<file path="src/rtl/rgbw_wrd2sout_if.sv">
// FIFO-side bundle for rgbw_wrd2sout: head word and sideband, empty flag and pop strobe, plus the
// serial line and status outputs. The slave modport is the transmitter, the master modport is the
// environment (FIFO and pin).
interface rgbw_wrd2sout_if;
    logic [31:0] in_word;           // FIFO head: [31:24]=G [23:16]=R [15:8]=B [7:0]=W
    logic        in_word_is_reset;  // FIFO head sideband: emit a stream reset instead of a word
    logic        in_fifo_empty;     // FIFO empty flag
    logic        out_rd_strobe;     // one-clock pop pulse
    logic        out_dout;          // serial LED data line
    logic        out_busy;          // transmitter not idle
    logic        out_underrun;      // sticky: FIFO ran dry at a word boundary mid-frame

    modport slave (
        input  in_word, in_word_is_reset, in_fifo_empty,
        output out_rd_strobe, out_dout, out_busy, out_underrun
    );

    modport master (
        output in_word, in_word_is_reset, in_fifo_empty,
        input  out_rd_strobe, out_dout, out_busy, out_underrun
    );
endinterface

</file>
<file path="src/rtl/rgbw_wrd2sout.sv">
// Pixel word to WS2812b/SK6812 NRZ serialiser: pops FWFT FIFO words (MSB first) and drives the LED line.
// Latency: line rises 2 clocks after the FIFO turns non-empty while idle; word-boundary bit is TBIT_CYC+2.
// Backpressure: pops only when in_fifo_empty=0 at a word boundary; a dry FIFO mid-frame sets out_underrun.
// Ports: clk, rst_n (async active-low), bus (rgbw_wrd2sout_if.slave: FIFO head/empty/pop, dout/busy/underrun).
// Build option: define RGBW_TX_WHITE_EN for 32-bit GRBW words (SK6812); otherwise 24-bit GRB (WS2812b).
module rgbw_wrd2sout #(
    parameter int T0H_CYC    = 38,
    parameter int T1H_CYC    = 77,
    parameter int TBIT_CYC   = 120,
    parameter int TRESET_CYC = 7680,
    parameter int CNT_W      = 13
) (
    input  logic           clk,
    input  logic           rst_n,
    rgbw_wrd2sout_if.slave bus
);

`ifdef RGBW_TX_WHITE_EN
    localparam logic [4:0] LAST_IDX = 5'd0;
`else
    // W byte sits in in_word[7:0]; stopping at index 8 leaves it unsent.
    localparam logic [4:0] LAST_IDX = 5'd8;
`endif

    // Counter end values: a phase lasting N clocks ends when the counter shows N-1.
    localparam logic [CNT_W-1:0] T0H_END  = CNT_W'(T0H_CYC - 1);
    localparam logic [CNT_W-1:0] T1H_END  = CNT_W'(T1H_CYC - 1);
    localparam logic [CNT_W-1:0] LOW0_END = CNT_W'(TBIT_CYC - T0H_CYC - 1);
    localparam logic [CNT_W-1:0] LOW1_END = CNT_W'(TBIT_CYC - T1H_CYC - 1);
    localparam logic [CNT_W-1:0] RST_END  = CNT_W'(TRESET_CYC - 1);
    localparam logic [CNT_W-1:0] CNT_ONE  = CNT_W'(1);

    typedef enum logic [2:0] {IDLE, LOAD, HIGH, LOW, RST} state_t;

    state_t           state;
    logic [31:0]      shreg;
    logic             kind_rst;
    logic [4:0]       bit_idx;
    logic [CNT_W-1:0] cnt;
    logic             in_frame;

    logic             last_bit;
    logic [CNT_W-1:0] high_end;
    logic [CNT_W-1:0] low_end;

    assign last_bit = (bit_idx == LAST_IDX);
    assign high_end = shreg[31] ? T1H_END : T0H_END;
    // The last bit of a word holds LOW one extra clock: that clock is the FIFO decision slot,
    // mirroring the idle sampling clock so both paths take IDLE/decide + LOAD before the next high.
    assign low_end  = (shreg[31] ? LOW1_END : LOW0_END) + (last_bit ? CNT_ONE : '0);

    always_ff @(posedge clk or negedge rst_n) begin
        if (!rst_n) begin
            state             <= IDLE;
            shreg             <= '0;
            kind_rst          <= 1'b0;
            bit_idx           <= '0;
            cnt               <= '0;
            in_frame          <= 1'b0;
            bus.out_rd_strobe <= 1'b0;
            bus.out_dout      <= 1'b0;
            bus.out_busy      <= 1'b0;
            bus.out_underrun  <= 1'b0;
        end else begin
            bus.out_rd_strobe <= 1'b0;
            case (state)
                IDLE: begin
                    bus.out_dout <= 1'b0;
                    if (!bus.in_fifo_empty) begin
                        bus.out_rd_strobe <= 1'b1;
                        shreg             <= bus.in_word;
                        kind_rst          <= bus.in_word_is_reset;
                        cnt               <= '0;
                        bus.out_busy      <= 1'b1;
                        state             <= LOAD;
                    end else if (cnt == RST_END) begin
                        // Line has been low long enough for the LEDs to latch: frame is over.
                        in_frame <= 1'b0;
                    end else begin
                        cnt <= cnt + CNT_ONE;
                    end
                end
                LOAD: begin
                    cnt <= '0;
                    if (kind_rst) begin
                        in_frame <= 1'b0;
                        state    <= RST;
                    end else begin
                        bit_idx      <= 5'd31;
                        in_frame     <= 1'b1;
                        bus.out_dout <= 1'b1;
                        state        <= HIGH;
                    end
                end
                HIGH: begin
                    if (cnt == high_end) begin
                        cnt          <= '0;
                        bus.out_dout <= 1'b0;
                        state        <= LOW;
                    end else begin
                        cnt <= cnt + CNT_ONE;
                    end
                end
                LOW: begin
                    if (cnt != low_end) begin
                        cnt <= cnt + CNT_ONE;
                    end else begin
                        cnt <= '0;
                        if (!last_bit) begin
                            shreg        <= {shreg[30:0], 1'b0};
                            bit_idx      <= bit_idx - 5'd1;
                            bus.out_dout <= 1'b1;
                            state        <= HIGH;
                        end else if (!bus.in_fifo_empty) begin
                            bus.out_rd_strobe <= 1'b1;
                            shreg             <= bus.in_word;
                            kind_rst          <= bus.in_word_is_reset;
                            state             <= LOAD;
                        end else begin
                            if (in_frame) begin
                                bus.out_underrun <= 1'b1;
                            end
                            bus.out_busy <= 1'b0;
                            state        <= IDLE;
                        end
                    end
                end
                RST: begin
                    in_frame <= 1'b0;
                    if (cnt == RST_END) begin
                        cnt          <= '0;
                        bus.out_busy <= 1'b0;
                        state        <= IDLE;
                    end else begin
                        cnt <= cnt + CNT_ONE;
                    end
                end
                default: begin
                    cnt          <= '0;
                    bus.out_dout <= 1'b0;
                    bus.out_busy <= 1'b0;
                    state        <= IDLE;
                end
            endcase
        end
    end

endmodule

</file>
<file path="src/flat_wrapper.sv">
// flat-port wrapper written by rule: the top's interface ports become plain ports
module rgbw_wrd2sout_flat 
#(
    parameter int T0H_CYC    = 38,
    parameter int T1H_CYC    = 77,
    parameter int TBIT_CYC   = 120,
    parameter int TRESET_CYC = 7680,
    parameter int CNT_W      = 13
)
  (clk, rst_n, bus_in_word, bus_in_word_is_reset, bus_in_fifo_empty, bus_out_rd_strobe, bus_out_dout, bus_out_busy, bus_out_underrun);
  rgbw_wrd2sout_if bus_i ();
  input  logic clk;
  input  logic rst_n;
  input wire logic [$bits(bus_i.in_word)-1:0] bus_in_word;
  input wire logic [$bits(bus_i.in_word_is_reset)-1:0] bus_in_word_is_reset;
  input wire logic [$bits(bus_i.in_fifo_empty)-1:0] bus_in_fifo_empty;
  output wire logic [$bits(bus_i.out_rd_strobe)-1:0] bus_out_rd_strobe;
  output wire logic [$bits(bus_i.out_dout)-1:0] bus_out_dout;
  output wire logic [$bits(bus_i.out_busy)-1:0] bus_out_busy;
  output wire logic [$bits(bus_i.out_underrun)-1:0] bus_out_underrun;
  assign bus_i.in_word = bus_in_word;
  assign bus_i.in_word_is_reset = bus_in_word_is_reset;
  assign bus_i.in_fifo_empty = bus_in_fifo_empty;
  assign bus_out_rd_strobe = bus_i.out_rd_strobe;
  assign bus_out_dout = bus_i.out_dout;
  assign bus_out_busy = bus_i.out_busy;
  assign bus_out_underrun = bus_i.out_underrun;
  rgbw_wrd2sout #(.T0H_CYC(T0H_CYC), .T1H_CYC(T1H_CYC), .TBIT_CYC(TBIT_CYC), .TRESET_CYC(TRESET_CYC), .CNT_W(CNT_W)) u_core (.clk(clk), .rst_n(rst_n), .bus(bus_i));
endmodule
</file>
<file path="config.mk">
export PLATFORM = sky130hd
export DESIGN_NAME = rgbw_wrd2sout_flat
export DESIGN_NICKNAME = d
export VERILOG_FILES = /design/src/rtl/rgbw_wrd2sout_if.sv /design/src/rtl/rgbw_wrd2sout.sv /design/src/flat_wrapper.sv
export SDC_FILE = /design/constraint.sdc
export NUM_CORES = 1
export LEC_CHECK = 0
export CELL_PAD_IN_SITES_DETAIL_PLACEMENT = 2
export CELL_PAD_IN_SITES_GLOBAL_PLACEMENT = 2
export CORE_MARGIN = 4
export CORE_UTILIZATION = 32
export CTS_CLUSTER_DIAMETER = 30
export DETAILED_ROUTE_END_ITERATION = 8
export PLACE_DENSITY_LB_ADDON = 0.1
export REMOVE_ABC_BUFFERS = 1
export SLEW_MARGIN = 20
export SYNTH_ARGS = -nofsm -noshare
export SYNTH_HDL_FRONTEND = slang
export SYNTH_SLANG_ARGS = --single-unit
</file>
<file path="constraint.sdc">
create_clock -name clk -period 2.5 [get_ports clk]
set_input_delay 0.375 -clock clk [delete_from_list [all_inputs] [get_ports clk]]
set_output_delay 0.375 -clock clk [all_outputs]
set_load 0.01 [all_outputs]
</file>
==> summary.md <==
| Metric | Value |
|---|---|
| Outcome | `finished, violations left` |
| Failing checks | `setup timing` |
| Buffer and inverter count on the worst path | `3` |
| Via-to-Cell Ratio | `between 5 and 6` |
| R2R setup slack | `-0.18 ns` |
| Final Cycle Share | `1.071` |
| Power Density | `1116 nW/um2` |
| Slowest stage delay, CP | `roughly 0.43 ns` |
| TritonCTS Buffers | `9` |
| Area of the core | `9371 um2` |
| Share of the synthesized area in the top cell type | `0.4741` |
| Total number of vias | `2960` |
| RSZ-0062 raised after global routing | `yes` |
| DRT Pass-1 Iters | `4` |
| WS Path Type | `register to register` |
| Chip height | `106.7 um` |
| DIE WIDTH | `around 110 um` |
| Worst path slowest cell | `or4_4` |
| Syn Std Cell Area | `3114 um2` |
| Initial Util | `0.3323` |
| Max-slew violation count | `0` |
| Initial antenna violation count | `0` |
| Pwr Total | `0.005179 W` |
| Startpoint Class | `register` |
| Fin. Hold Viols | `0` |
| Hold Crit Class | `register to register` |
| Number of synthesized register bits | `59` |
| Largest area contributor in the netlist | `dfrtp_1` |
| Syn. warnings | `0` |
| Hold Slack | `between 0.4 and 0.5 ns` |
| # setup viols final | `52` |
| Root Driver | `clkbuf_8` |
| Vias in the first global route | `3177` |
| Initial DRC Count | `93` |
| Clock Latency Late Sink | `0.35 ns` |
| GPL Wtd Cong | `between 0.7 and 0.8` |
| WP data required | `about 2.7 ns` |
| Slew @ Worst Pin | `0.5779 ns` |
| R2R Path Start | `u_core.bit_idx[1]` |
| DP HPWL | `6514 um` |
| Largest net degree at the start of global routing | `33` |
| Ports | `40` |
| # DRC | `0` |
| Tot GR Track Use | `0.2025` |
| Number of core rows | `35` |
| Post-layout min period | `approximately 2.7 ns` |
| Total die area | `11370 um2` |
| Worst slew margin | `0.6140` |
| Crit-path leading delay family | `simple AND/OR/NAND/NOR gates` |
| Share of cells above drive strength 1 | `0.3384` |
| Mapped Avg Cell Area | `10.42 um2` |
| Gr ovfl total | `0` |
| Max H-tree Level | `3` |
| CTS tree | `built` |
| Crit Reg-Reg Endpoint | `u_core.kind_rst` |
| Worst setup margin | `-0.1771 ns` |
| Main synth FF type | `dfrtp_1` |
| Synthesis-to-layout area growth | `48.98%` |
| CP Launch Point | `u_core.bit_idx[1]` |
| DR WL/cell | `approximately 23 um` |
| Crit-path cells | `inv_2 > ha_4 > and4bb_4 > ha_4 > and3_1 > o211ai_1 > buf_4 > buf_4 > or4_4 > o21bai_4 > mux2_4` |
| P_leak | `1.890 nW` |
| CP Max Fanout | `3` |
| First-pass GRT wire length | `around 18000 um` |
| FF-to-FF path depth | `11` |
| Setup crit end | `u_core.kind_rst` |
| Worst slack, placed | `-0.2492 ns` |
| CP endpoint kind | `register` |
| Peak supply drop | `approximately 0.00045 V` |
| Crit path DAT | `2.91 ns` |
| Worst path depth | `11` |
| Layout Skew | `between 0.01 and 0.015 ns` |
| Top cells by area, synth | `dfrtp_1 47%, o2bb2ai_1 9.3%, a22oi_1 7.5%` |
| EDFF count, synth | `0` |
| Post-synthesis sequential area ratio | `0.4741` |
| Max-cap viol count | `0` |
| Post-Route WL | `12220 um` |
| Ant diodes | `0` |
| Async S/R FF share, synth | `1.000` |
| IO Port Bufs | `39` |
| Sink Count | `59` |
| Max Freq | `0.3735 GHz` |
| Register clock-pin slew on the reported worst setup and hold paths | `0.07 ns` |
| Synth cell types | `56` |
| Detail Route Antenna Nets | `0` |
| Post-synthesis cell count | `299` |
| NumNets Final | `429` |
| CTS Buffer Depth | `2` |
cell families (layout without fill, tap and decap cells):
| family | after synthesis | count (layout) | share of synthesized area |
|---|---|---|---|
| adders and majority gates | 5 | 5 | 0.02009 |
| and+or+nand+nor | 85 | 85 | 0.1599 |
| AOI/OAI and AO/OA | 105 | 105 | 0.2575 |
| DFF | 59 | 59 | 0.4741 |
| buffers and inverters | 31 | 125 | 0.04781 |
| muxes | 2 | 2 | 0.006830 |
| xor gates and xnor gates | 12 | 12 | 0.03375 |
Yosys cell counts (7+ instances only):
cell	count
xnor2_1	8
a22oi_1	31
nor2_1	22
o21ai_0	8
nand3_1	7
a21oi_1	7
nand2_1	15
o2bb2ai_1	33
dfrtp_1	59
inv_1	9
clkbuf_1	15
a31oi_1	7
where the power goes:
group / leakage [nW] / switching, W / internal, W / total (W)
Clock: 0.113 / 0.000415 / 0.000615 / 0.00103
Sequential: 0.739 / 0.000280 / 0.00128 / 0.00156
Combinational: 1.04 / 0.00138 / 0.00120 / 0.00258
Total: 1.89 / 0.00208 / 0.00310 / 0.00518
cell type report:
type / instances / area [um2]
Clock buffer: 12 / 155.1
Sequential cell: 59 / 1476
Fill cell: 977 / 4732
Timing Repair Buffer: 100 / 949.7
Clock inverter: 4 / 72.57
Tap cell: 129 / 161.4
Inverter: 9 / 33.78
Multi-Input combinational cell: 209 / 1790
layer usage:
| layer | wire [um] | share of wire | track usage |
|---|---|---|---|
| met1 | 5265 | 0.43 | 0.2572 |
| met4 | 353 | 0.029 | 0.06849 |
| met5 | 0 | 0 | 0 |
| met3 | 311 | 0.025 | 0.03552 |
| met2 | 6290 | 0.51 | 0.3476 |
how the worst min path moves through the flow:
stage / startpoint / to / cells after the start
after detailed placement: rst_n / u_core.cnt[12] / 1
final: u_core.bus.out_underrun / u_core.bus.out_underrun / 1
after CTS: u_core.bus.out_underrun / u_core.bus.out_underrun / 1
after floorplan: rst_n / u_core.bit_idx[0] / 0
after global placement: rst_n / u_core.cnt[12] / 1
after global routing: u_core.bus.out_underrun / u_core.bus.out_underrun / 1
flip-flops by register name, indices dropped and copies added (netlist names):
register	flops
u_core.bit_idx	5
u_core.shreg	32
u_core.bus.out_rd_strobe	1
u_core.cnt	13
u_core.in_frame	1
u_core.bus.out_underrun	1
u_core.bus.out_busy	1
u_core.state	3
u_core.bus.out_dout	1
u_core.kind_rst	1
what timing repair did:
item	in CTS	in global routing
endpoints found under the hold margin	11	0
gates resized for setup	33	30
endpoints found under the setup margin	53	55
hold buffers	1	0
buffers inserted	17	6
pin swaps	15	11
cloned	1	5
per-stage QoR:
step / setup TNS (ns) / cell area (um2) / cells / util
2_1_floorplan: -21.85 / 2999 / 277 / -
3_5_place_dp: -7.538 / 3822 / 477 / 0.4079
4_1_cts: -3.560 / 4330 / 512 / 0.4621
3_3_place_gp: -2.418 / 3822 / 477 / 0.4079
5_1_grt: -12.43 / 4639 / 522 / 0.4951
6_report: -6.377 / 4639 / 522 / 0.4951
placed cells by master, fill, tap and decap left out, types with 7 or more instances in the layout:
cell              n
xnor2_1           7
dfrtp_1          59
a31oi_1           7
a22oi_1          31
clkbuf_8         11
clkdlybuf4s50_1  38
nand2_1          15
nor2_1           17
o2bb2ai_2        15
buf_4            48
o2bb2ai_1        18
buf_6             7
Note: power is estimated with default switching activity, not from simulation.
